$ cat config.mk
export PLATFORM = sky130hd
export DESIGN_NAME = snoop_bus_arbiter
export DESIGN_NICKNAME = d
export VERILOG_FILES = /design/src/rtl/snoop_bus_arbiter.sv
export SDC_FILE = /design/constraint.sdc
export NUM_CORES = 1
export LEC_CHECK = 0
export BUFFER_PORTS_ARGS = -buffer_cell sky130_fd_sc_hd__buf_2
export CORE_MARGIN = 2
export CORE_UTILIZATION = 51
export DETAILED_ROUTE_END_ITERATION = 12
export GPL_TIMING_DRIVEN = 1
export PLACE_DENSITY = 0.87
export SKIP_CTS_REPAIR_TIMING = 1
export SLEW_MARGIN = 20
export SYNTH_ARGS = -nofsm -noshare
export SYNTH_HDL_FRONTEND = slang
export SYNTH_SLANG_ARGS = --single-unit
$ cat constraint.sdc
create_clock -name clk -period 7.2 [get_ports clk]
set_input_delay 0.72 -clock clk [delete_from_list [all_inputs] [get_ports clk]]
set_output_delay 0.72 -clock clk [all_outputs]
set_load 0.005 [all_outputs]
$ cat src/rtl/snoop_bus_arbiter.sv
// Round-robin snoop bus arbiter and BusRd/BusRdX transaction sequencer for six L1 caches.
// Optional `SNOOP_TIMEOUT_EN: bounds COLLECT to SNOOP_TIMEOUT cycles and pulses snoop_err on expiry.
module snoop_bus_arbiter #(
   parameter int NUM_REQ       = 6,
   parameter int ADDR_W        = 32,
   parameter int ID_W          = 3,
   parameter int SNOOP_TIMEOUT = 16
) (
   input  logic                      clk,
   input  logic                      rst,
   input  logic [NUM_REQ-1:0]        req,
   input  logic [NUM_REQ-1:0]        req_rdx,
   input  logic [NUM_REQ*ADDR_W-1:0] req_addr,
   output logic [NUM_REQ-1:0]        gnt,
   output logic                      bus_valid,
   output logic                      bus_rd,
   output logic                      bus_rdx,
   output logic [ADDR_W-1:0]         bus_addr,
   output logic [ID_W-1:0]           bus_owner,
   input  logic [NUM_REQ-1:0]        snoop_ack,
   input  logic [NUM_REQ-1:0]        snoop_hit,
   input  logic [NUM_REQ-1:0]        snoop_hitm,
   output logic                      mem_req,
   output logic                      mem_we,
   input  logic                      mem_ack,
   output logic [NUM_REQ-1:0]        done,
   output logic                      shared,
   output logic                      snoop_err
);

   localparam logic [2:0] S_IDLE    = 3'd0;
   localparam logic [2:0] S_BCAST   = 3'd1;
   localparam logic [2:0] S_COLLECT = 3'd2;
   localparam logic [2:0] S_FLUSH   = 3'd3;
   localparam logic [2:0] S_MEMRD   = 3'd4;
   localparam logic [2:0] S_RESP    = 3'd5;

   if (ID_W < $clog2(NUM_REQ)) begin : g_bad_id_w
      $error("ID_W too narrow for NUM_REQ");
   end
   if (SNOOP_TIMEOUT < 1) begin : g_bad_timeout
      $error("SNOOP_TIMEOUT must be positive");
   end

   function automatic logic [NUM_REQ-1:0] onehot(input logic [ID_W-1:0] idx);
      onehot      = '0;
      onehot[idx] = 1'b1;
   endfunction

   logic [2:0]         state_q, state_d;
   logic [ID_W-1:0]    ptr_q, ptr_d;
   logic               rdx_q, rdx_d;
   logic [NUM_REQ-1:0] ack_q, ack_d;
   logic [NUM_REQ-1:0] hit_q, hit_d;
   logic [NUM_REQ-1:0] hitm_q, hitm_d;

   logic [NUM_REQ-1:0] gnt_q, gnt_d;
   logic               bus_valid_q, bus_valid_d;
   logic               bus_rd_q, bus_rd_d;
   logic               bus_rdx_q, bus_rdx_d;
   logic [ADDR_W-1:0]  bus_addr_q, bus_addr_d;
   logic [ID_W-1:0]    bus_owner_q, bus_owner_d;
   logic               mem_req_q, mem_req_d;
   logic               mem_we_q, mem_we_d;
   logic [NUM_REQ-1:0] done_q, done_d;
   logic               shared_q, shared_d;
   logic               snoop_err_q, snoop_err_d;

`ifdef SNOOP_TIMEOUT_EN
   localparam int TMO_W = $clog2(SNOOP_TIMEOUT + 1);
   logic [TMO_W-1:0] tmo_q, tmo_d;
`endif

   logic [ID_W-1:0]    sel_idx;
   logic [NUM_REQ-1:0] owner_mask;
   logic [NUM_REQ-1:0] ack_in;
   logic [NUM_REQ-1:0] ack_all;

   // Round-robin pick: first set req bit strictly after the pointer, wrapping.
   always_comb begin
      int  idx;
      logic found;
      sel_idx = '0;
      found   = 1'b0;
      idx     = 0;
      for (int i = 1; i <= NUM_REQ; i++) begin
         idx = (int'(ptr_q) + i) % NUM_REQ;
         if (!found && req[idx]) begin
            found   = 1'b1;
            sel_idx = ID_W'(idx);
         end
      end
   end

   assign owner_mask = onehot(bus_owner_q);
   assign ack_in     = snoop_ack & ~owner_mask;
   assign ack_all    = ack_q | ack_in;

   always_comb begin
      state_d     = state_q;
      ptr_d       = ptr_q;
      rdx_d       = rdx_q;
      ack_d       = ack_q;
      hit_d       = hit_q;
      hitm_d      = hitm_q;
      bus_addr_d  = bus_addr_q;
      bus_owner_d = bus_owner_q;
      snoop_err_d = 1'b0;
`ifdef SNOOP_TIMEOUT_EN
      tmo_d       = tmo_q;
`endif
      case (state_q)
         S_IDLE: begin
            if (|req) begin
               state_d     = S_BCAST;
               bus_owner_d = sel_idx;
               ptr_d       = sel_idx;
               rdx_d       = req_rdx[sel_idx];
               bus_addr_d  = req_addr[int'(sel_idx)*ADDR_W +: ADDR_W];
            end
         end
         S_BCAST: begin
            ack_d   = ack_all;
            hit_d   = hit_q | (ack_in & snoop_hit);
            hitm_d  = hitm_q | (ack_in & snoop_hitm);
            state_d = S_COLLECT;
`ifdef SNOOP_TIMEOUT_EN
            tmo_d   = '0;
`endif
         end
         S_COLLECT: begin
            ack_d  = ack_all;
            hit_d  = hit_q | (ack_in & snoop_hit);
            hitm_d = hitm_q | (ack_in & snoop_hitm);
            if (ack_all == ~owner_mask) begin
               state_d = (|hitm_d) ? S_FLUSH : S_MEMRD;
            end
`ifdef SNOOP_TIMEOUT_EN
            // Silent caches are simply left out of hit/hitm, i.e. treated as misses.
            else if (tmo_q == TMO_W'(SNOOP_TIMEOUT - 1)) begin
               snoop_err_d = 1'b1;
               state_d     = (|hitm_d) ? S_FLUSH : S_MEMRD;
            end else begin
               tmo_d = tmo_q + 1'b1;
            end
`endif
         end
         S_FLUSH: begin
            if (mem_ack) state_d = S_MEMRD;
         end
         S_MEMRD: begin
            if (mem_ack) state_d = S_RESP;
         end
         S_RESP: begin
            ack_d   = '0;
            hit_d   = '0;
            hitm_d  = '0;
            state_d = S_IDLE;
         end
         default: state_d = S_IDLE;
      endcase
   end

   // Moore outputs decoded from the next state so they line up with state_q.
   always_comb begin
      gnt_d       = (state_d != S_IDLE) ? onehot(bus_owner_d) : '0;
      bus_valid_d = (state_d == S_BCAST);
      bus_rd_d    = (state_d == S_BCAST) && !rdx_d;
      bus_rdx_d   = (state_d == S_BCAST) && rdx_d;
      mem_req_d   = (state_d == S_FLUSH) || (state_d == S_MEMRD);
      mem_we_d    = (state_d == S_FLUSH);
      done_d      = (state_d == S_RESP) ? onehot(bus_owner_d) : '0;
      shared_d    = (state_d == S_RESP) && (|hit_d) && !rdx_d;
   end

   always_ff @(posedge clk or negedge rst) begin
      if (!rst) begin
         state_q     <= S_IDLE;
         ptr_q       <= ID_W'(NUM_REQ - 1);
         rdx_q       <= 1'b0;
         ack_q       <= '0;
         hit_q       <= '0;
         hitm_q      <= '0;
         gnt_q       <= '0;
         bus_valid_q <= 1'b0;
         bus_rd_q    <= 1'b0;
         bus_rdx_q   <= 1'b0;
         bus_addr_q  <= '0;
         bus_owner_q <= '0;
         mem_req_q   <= 1'b0;
         mem_we_q    <= 1'b0;
         done_q      <= '0;
         shared_q    <= 1'b0;
         snoop_err_q <= 1'b0;
      end else begin
         state_q     <= state_d;
         ptr_q       <= ptr_d;
         rdx_q       <= rdx_d;
         ack_q       <= ack_d;
         hit_q       <= hit_d;
         hitm_q      <= hitm_d;
         gnt_q       <= gnt_d;
         bus_valid_q <= bus_valid_d;
         bus_rd_q    <= bus_rd_d;
         bus_rdx_q   <= bus_rdx_d;
         bus_addr_q  <= bus_addr_d;
         bus_owner_q <= bus_owner_d;
         mem_req_q   <= mem_req_d;
         mem_we_q    <= mem_we_d;
         done_q      <= done_d;
         shared_q    <= shared_d;
         snoop_err_q <= snoop_err_d;
      end
   end

`ifdef SNOOP_TIMEOUT_EN
   always_ff @(posedge clk or negedge rst) begin
      if (!rst) tmo_q <= '0;
      else      tmo_q <= tmo_d;
   end
`endif

   assign gnt       = gnt_q;
   assign bus_valid = bus_valid_q;
   assign bus_rd    = bus_rd_q;
   assign bus_rdx   = bus_rdx_q;
   assign bus_addr  = bus_addr_q;
   assign bus_owner = bus_owner_q;
   assign mem_req   = mem_req_q;
   assign mem_we    = mem_we_q;
   assign done      = done_q;
   assign shared    = shared_q;
   assign snoop_err = snoop_err_q;

endmodule

; After elaboration in Yosys (flattened, before gate mapping)
; Cells that the tools add are included.
[totals]
reg_bits = 78
inputBits = 225
wordCells = 133
[op_classes]
n_addsub = 6
div = 6
n_lt_le_gt_ge = 11
eq_ne = 10
n_shift = 1
mux = 50
bitwise_logic = 7
n_reduce_logical = 26
[op_table]
columns = op, n
row1 = $lt A32 B5 Y1 const B, 6
row2 = $mod A32 B4 Y32 const B, 6
row3 = $shiftx A192 B9 Y32, 1
row4 = $mux W3, 13
row5 = $pmux W6 S2, 3
row6 = $mux W1, 22
row7 = $bmux W1 S3, 7
row8 = $and A6 B6 Y6, 3
row9 = $or A6 B6 Y6, 3
row10 = $reduce_or A6 Y1, 3
row11 = $pmux W3 S5, 1
row12 = $add A3 B3 Y4 const B, 3
row13 = $eq A3 B3 Y1 const B, 4
row14 = $lt A3 B4 Y1 const B, 3
row15 = $mux W6, 2
row16 = $logic_and A1 B1 Y1, 11
row17 = $eq A3 B2 Y1 const B, 3
row18 = $add A3 B2 Y4 const B, 2
row19 = $demux W1 S3, 2
row20 = $eq A3 B1 Y1 const B, 2
row21 = $eq A6 B6 Y1, 1
row22 = $ge A3 B1 Y1 const B, 2
row23 = $logic_not A1 Y1, 6
row24 = $not A6 Y6, 1
row25 = other kinds (7), 7

; Depth between registers and ports, before layout
[logic_depth]
ltp_word = 28
ltp_mapped = 17

; Least setup slack after synthesis
; No wires, ideal clock.
[synth_path]
kind = flip-flop to flip-flop
start = register ptr_q[0]
end = register bus_addr_q[15] (netlist: bus_addr[15])
setup_time_ps = 126
arrival_ps = 4116
required_time_ps = 7074
path_slack_ps = 2958
stages_incl_launch_ff = 17
period_less_slack_ps = 4242
path_cell_list = dfstp_2 > buf_6 > buf_2 > inv_1 > ha_1 > xnor2_2 > ha_1 > nor2b_1 > nand3_1 > a32oi_1 > mux2_2 > and4_1 > nor4_2 > buf_6 > buf_4 > mux2_2 > a221o_1
[synth_between]
elab_chain_len = 22
word_cells_on_any_way = 52
[synth_rtl]
columns = item, line
row1 = "start, declared", 51  ; logic [ID_W-1:0] ptr_q, ptr_d;
row2 = "start signal, assigned", 179  ; ptr_q <= ID_W'(NUM_REQ - 1);
row3 = "start signal, assigned", 197  ; ptr_q <= ptr_d;
row4 = $add A3 B1 Y4, 87  ; idx = (int'(ptr_q) + i) % NUM_REQ;
row5 = $mod A32 B4 Y32, 87
row6 = $bmux W1 S3, 88  ; if (!found && req[idx]) begin
row7 = $mux W1 (implied by the code) (2 in series), 88
row8 = $mux W1, 88
row9 = $logic_not A1 Y1, 88
row10 = $logic_and A1 B1 Y1, 88
row11 = $mux W1, 88
row12 = [5 not listed], --
row13 = $mux W1, 88
row14 = $logic_not A1 Y1, 88
row15 = $logic_and A1 B1 Y1, 88
row16 = $mux W1, 88
row17 = $logic_not A1 Y1, 88
row18 = $logic_and A1 B1 Y1, 88
row19 = $mux W3 (*), 88
row20 = $shiftx A192 B9 Y32 (*), 119  ; bus_addr_d = req_addr[int'(sel_idx)*ADDR_W +: ADDR_W];
row21 = "end signal, assigned", 206  ; bus_addr_q <= bus_addr_d;
row22 = "end, declared", 61  ; logic [ADDR_W-1:0] bus_addr_q, bus_addr_d;
; Every way passes the cells marked *; elsewhere a longest branch is shown, timed or not. The select of a mux whose other input is x is not followed.
; A chain may end at the register's enable or synchronous reset.

; Worst setup path after layout
[layout_path]
start = register ptr_q[0]
end = register bus_addr_q[14] (netlist: bus_addr[14])
; The elaborated chain is that of the path after synthesis.

==> report_table.html <==
<table>
<tr><th>Metric</th><th>Value</th></tr>
<tr><th colspan="2">Critical path</th></tr>
<tr><td>Startpoint types</td><td>flop</td></tr>
<tr><td>Slack of the worst reg-to-reg path</td><td>slightly above 2000 ps</td></tr>
<tr><td>Arrival time at the worst endpoint</td><td>between 5000 and 6000 ps</td></tr>
<tr><td>Cells along the critical path</td><td>inv_1 &gt; ha_1 &gt; xnor2_2 &gt; ha_1 &gt; nor2b_1 &gt; nand3_1 &gt; a32oi_1 &gt; mux2i_1 &gt; nor3_2 &gt; a31oi_4 &gt; nand4_1 &gt; o22ai_1 &gt; a221o_1</td></tr>
<tr><td>Number of buffers and inverters on the critical path</td><td>1</td></tr>
<tr><td>Largest driver fanout on the critical path</td><td>23</td></tr>
<tr><td>Worst reg-to-reg path cell count</td><td>13</td></tr>
<tr><td>Worst path top cell family by delay</td><td>compound AO/OA/AOI/OAI gates</td></tr>
<tr><td>Library cell appearing most often on the critical path</td><td>sky130_fd_sc_hd__ha_1</td></tr>
<tr><td>Worst setup EP type</td><td>flop</td></tr>
<tr><td>Cell with the largest stage delay on the worst path</td><td>sky130_fd_sc_hd__nand4_1</td></tr>
<tr><td>Capturing point of the worst reg2reg path</td><td>bus_addr[14]</td></tr>
<tr><td>Required time of the critical path</td><td>around 7500 ps</td></tr>
<tr><td>Crit Path Category</td><td>flop to flop</td></tr>
<tr><td>Reg2reg start</td><td>ptr_q[0]</td></tr>
<tr><td>Max stage delay on crit path</td><td>approximately 930 ps</td></tr>
<tr><th colspan="2">Power and ir drop</th></tr>
<tr><td>PD cells</td><td>about 680 nW/um^2</td></tr>
<tr><td>Leakage component of the power</td><td>around 3.7 nW</td></tr>
<tr><td>Maximum vdd ir drop</td><td>0.8886 mV</td></tr>
<tr><th colspan="2">Layout</th></tr>
<tr><td>Total of fill cells in the finished design</td><td>897</td></tr>
<tr><td>Fraction of layout instances using a drive strength above 1</td><td>between 30% and 40%</td></tr>
<tr><td>Post-layout util</td><td>between 60% and 70%</td></tr>
<tr><td>Total Nets Final</td><td>~1100</td></tr>
<tr><td>N_diodes</td><td>0</td></tr>
<tr><td>Area growth from synthesis to final layout</td><td>27.86%</td></tr>
<tr><th colspan="2">Timing</th></tr>
<tr><td>Post-Route Skew</td><td>14.18 ps</td></tr>
<tr><td>Final number of max-transition violations</td><td>0</td></tr>
<tr><td>Sum Neg Setup Slack</td><td>0 ps</td></tr>
<tr><td>Worst Tran Pin Value</td><td>about 1000 ps</td></tr>
<tr><td>FMAX</td><td>just under 200 MHz</td></tr>
<tr><td>Worst max-slew margin expressed relative to the limit</td><td>around 33%</td></tr>
<tr><td>RSZ-0062 raised after global routing</td><td>false</td></tr>
<tr><td>Final period util</td><td>71.88%</td></tr>
<tr><td>Number of setup violations in the final report</td><td>0</td></tr>
<tr><td>Final worst path period need</td><td>between 5000 and 6000 ps</td></tr>
<tr><td>Setup slack of the critical path after layout</td><td>2024 ps</td></tr>
<tr><td>Final number of hold-violating endpoints</td><td>0</td></tr>
<tr><th colspan="2">Floorplan</th></tr>
<tr><td>Number of top-level pins</td><td>around 280</td></tr>
<tr><td>Floorplan core area</td><td>~11000 um^2</td></tr>
<tr><td>Total die area</td><td>between 10000 and 15000 um^2</td></tr>
<tr><td>Die Ht</td><td>109.8 um</td></tr>
<tr><td>Rows</td><td>38</td></tr>
<tr><td>Horizontal die dimension</td><td>between 100 and 150 um</td></tr>
<tr><td>Initial core utilization</td><td>52.46%</td></tr>
<tr><th colspan="2">Placement</th></tr>
<tr><td>Setup slack at placement</td><td>roughly 2200 ps</td></tr>
<tr><td>Placer's final routability congestion estimate</td><td>about 0.99</td></tr>
<tr><td>HPWL after detailed placement</td><td>13780 um</td></tr>
<tr><td>Count of input and output buffers</td><td>roughly 280</td></tr>
<tr><th colspan="2">Synth</th></tr>
<tr><td>Most common library cells after synthesis</td><td>sky130_fd_sc_hd__mux2i_1 (89), sky130_fd_sc_hd__dfrtp_1 (76), sky130_fd_sc_hd__nor2_1 (54)</td></tr>
<tr><td>Most instantiated library cell after synthesis</td><td>sky130_fd_sc_hd__mux2i_1</td></tr>
<tr><td>Share of the yosys chip area belonging to registers</td><td>about a third</td></tr>
<tr><td>Mapped Area</td><td>approximately 5700 um^2</td></tr>
<tr><td>Share of synthesized flip-flops with an asynchronous set or reset</td><td>between 90% and 100%</td></tr>
<tr><td>Number of nets produced by synthesis</td><td>between 800 and 900</td></tr>
<tr><td>Ys Warns</td><td>0</td></tr>
<tr><td>Area contributors post-synth</td><td>sky130_fd_sc_hd__dfrtp_1 (33%), sky130_fd_sc_hd__mux2i_1 (16%), sky130_fd_sc_hd__nor3_1 (3.7%)</td></tr>
<tr><td>Synth Instances</td><td>~590</td></tr>
<tr><td>Synthesized area per cell</td><td>slightly below 10 um^2</td></tr>
<tr><td>Count of flip-flops with a built-in enable after synthesis</td><td>0</td></tr>
<tr><td>Top-area cell type share of the netlist area</td><td>between 30 and 40%</td></tr>
<tr><td>Synth Register Bits</td><td>78</td></tr>
<tr><td>Most used DFF post-synth</td><td>sky130_fd_sc_hd__dfrtp_1</td></tr>
<tr><td>Count of cell types in the netlist</td><td>74</td></tr>
<tr><td>Library cell with the largest summed area after synthesis</td><td>sky130_fd_sc_hd__dfrtp_1</td></tr>
<tr><th colspan="2">Clock tree</th></tr>
<tr><td>TritonCTS clock tree</td><td>built</td></tr>
<tr><td>Clock tree root driver cell</td><td>sky130_fd_sc_hd__clkbuf_8</td></tr>
<tr><td>Clock latency at the later pin of the worst-skew pair</td><td>between 300 and 400 ps</td></tr>
<tr><td>Number of sinks driven by the clock tree</td><td>78</td></tr>
<tr><td>Cts bufs inserted</td><td>9</td></tr>
<tr><td>Clock slew at reported path FFs</td><td>90 ps</td></tr>
<tr><td>H-tree Lvls</td><td>3</td></tr>
<tr><td>Max Buffers Root-to-Sink</td><td>2</td></tr>
<tr><th colspan="2">Run status</th></tr>
<tr><td>Run status</td><td>finished clean</td></tr>
<tr><th colspan="2">Detailed routing</th></tr>
<tr><td>Routed wire length</td><td>roughly 18000 um</td></tr>
<tr><td>Iter 0 DRT Violations</td><td>520</td></tr>
<tr><td>Via count normalized by instance count</td><td>5.871</td></tr>
<tr><td>Post-detailed-route DRC marker count</td><td>0</td></tr>
<tr><td>First-pass iteration count of the detailed router</td><td>7</td></tr>
<tr><td>Per-cell routed wire length</td><td>about 18 um</td></tr>
<tr><td>Remaining antenna violation count after routing</td><td>0</td></tr>
<tr><td>Via count of the routed design</td><td>a little under 6000</td></tr>
<tr><th colspan="2">GRT</th></tr>
<tr><td>Vias in the first global route</td><td>between 5000 and 6000</td></tr>
<tr><td>Wire length of the first global-routing pass</td><td>about 26000 um</td></tr>
<tr><td>GRT Resource Usage Total</td><td>between 20% and 30%</td></tr>
<tr><td>Initial antenna violation count</td><td>1</td></tr>
<tr><td>Total gr overflow</td><td>0</td></tr>
<tr><td>Maximum number of pins on one net before global-route repair</td><td>100</td></tr>
<tr><th colspan="2">Job</th></tr>
<tr><td>Max Cap Viol</td><td>0</td></tr>
<tr><th colspan="2">Min path</th></tr>
<tr><td>Worst hold path class</td><td>primary input to async pin</td></tr>
</table>
-- power by group --
part           total, mW  leakage, nW  switching, mW  internal [mW]
clock              0.340       0.0895          0.177          0.163
combinational       3.83         2.66           2.09           1.74
sequential         0.804        0.910          0.165          0.640
total               4.98         3.66           2.43           2.55
-- state kept, by name, summed over array words and instances (netlist names) --
| signal | count |
|---|---|
| bus_addr | 32 |
| ack_q | 6 |
| done | 6 |
| gnt | 6 |
| hit_q | 6 |
| hitm_q | 6 |
| bus_owner | 3 |
| ptr_q | 3 |
| state_q | 3 |
| bus_rd | 1 |
| bus_rdx | 1 |
| bus_valid | 1 |
| mem_req | 1 |
| mem_we | 1 |
| rdx_q | 1 |
| shared | 1 |
-- worst max path at each step --
| stage | endpoint | startpoint | cells past startpoint |
|---|---|---|---|
| 6_report | bus_addr[14] | ptr_q[0] | 13 |
| 5_1_grt | bus_rd | ptr_q[0] | 13 |
| 4_1_cts | bus_addr[14] | ptr_q[0] | 13 |
| 3_5_place_dp | bus_addr[14] | ptr_q[0] | 13 |
| 3_3_place_gp | bus_rd | ptr_q[0] | 13 |
| 2_1_floorplan | bus_addr[15] | ptr_q[0] | 16 |
-- kinds of logic (layout without fill, tap and decap cells) --
family,count (synthesis),in the layout,synth area share (%)
AO/OA/AOI/OAI,130,130,18.20
XOR/XNOR,5,5,1.030
adder cells (fa/ha/maj),10,10,2.191
buffers and inverters,55,310,5.170
flip-flops,78,78,34.22
multiplexers,116,116,21.38
other,1,1,0.06565
AND/OR/NAND/NOR,198,198,17.74
-- metrics by stage --
stage | std cells | hold WS [ps] | cell area, um^2 | total power, mW
4_1_cts | 987 | 485.3 | 7267 | 4.953
3_3_place_gp | 971 | 437.3 | 7069 | 4.527
5_1_grt | 988 | 293.0 | 7303 | 5.358
6_report | 988 | 279.3 | 7303 | 4.977
3_5_place_dp | 971 | 461.4 | 7069 | 4.608
2_1_floorplan | 593 | 411.7 | 5712 | 4.015
-- area by class of cell --
cell class / count / area, um^2 / area share [%]
sequential: 78 / 1954 / 26.76
inverter: 14 / 52.55 / 0.7195
multi-input combinational: 460 / 3480 / 47.64
clock buffer: 10 / 127.6 / 1.747
clock inverter: 6 / 70.07 / 0.9594
timing repair buffer: 280 / 1444 / 19.77
tap: 140 / 175.2 / 2.398
-- worst reg2reg max path, cell delays in order (launching register included) --
cell and delay, ps:
sky130_fd_sc_hd__dfstp_2 870, sky130_fd_sc_hd__inv_1 120, sky130_fd_sc_hd__ha_1 250, sky130_fd_sc_hd__xnor2_2 350, sky130_fd_sc_hd__ha_1 310, sky130_fd_sc_hd__nor2b_1 210
sky130_fd_sc_hd__nand3_1 110, sky130_fd_sc_hd__a32oi_1 310, sky130_fd_sc_hd__mux2i_1 350, sky130_fd_sc_hd__nor3_2 140, sky130_fd_sc_hd__a31oi_4 500, sky130_fd_sc_hd__nand4_1 930
sky130_fd_sc_hd__o22ai_1 510, sky130_fd_sc_hd__a221o_1 160
-- placed cells by master (no fill, tap or decap), types with 14 or more instances in the layout --
| cell | synthesis | routed |
|---|---|---|
| sky130_fd_sc_hd__nor2_1 | 54 | 54 |
| sky130_fd_sc_hd__nor3_1 | 42 | 42 |
| sky130_fd_sc_hd__o22ai_1 | 22 | 22 |
| sky130_fd_sc_hd__dfrtp_1 | 76 | 76 |
| sky130_fd_sc_hd__nand3_1 | 16 | 16 |
| sky130_fd_sc_hd__mux2i_1 | 89 | 89 |
| sky130_fd_sc_hd__a211oi_1 | 14 | 14 |
| sky130_fd_sc_hd__nand2_1 | 23 | 23 |
| sky130_fd_sc_hd__buf_2 | 11 | 276 |
| sky130_fd_sc_hd__a221o_1 | 20 | 20 |
-- layer usage --
metal | vias to the layer above | wire length [um] | global-route usage [%] | share of wire [%]
met1 | 2701 | 7268 | 35.34 | 41
met5 | - | 13 | 0 | 0.073
met2 | 294 | 8640 | 47.77 | 48
li1 | 2755 | - | - | -
met3 | 49 | 1384 | 6.283 | 7.7
met4 | 2 | 602 | 11.66 | 3.4
Power figures use the tool's default switching activity.
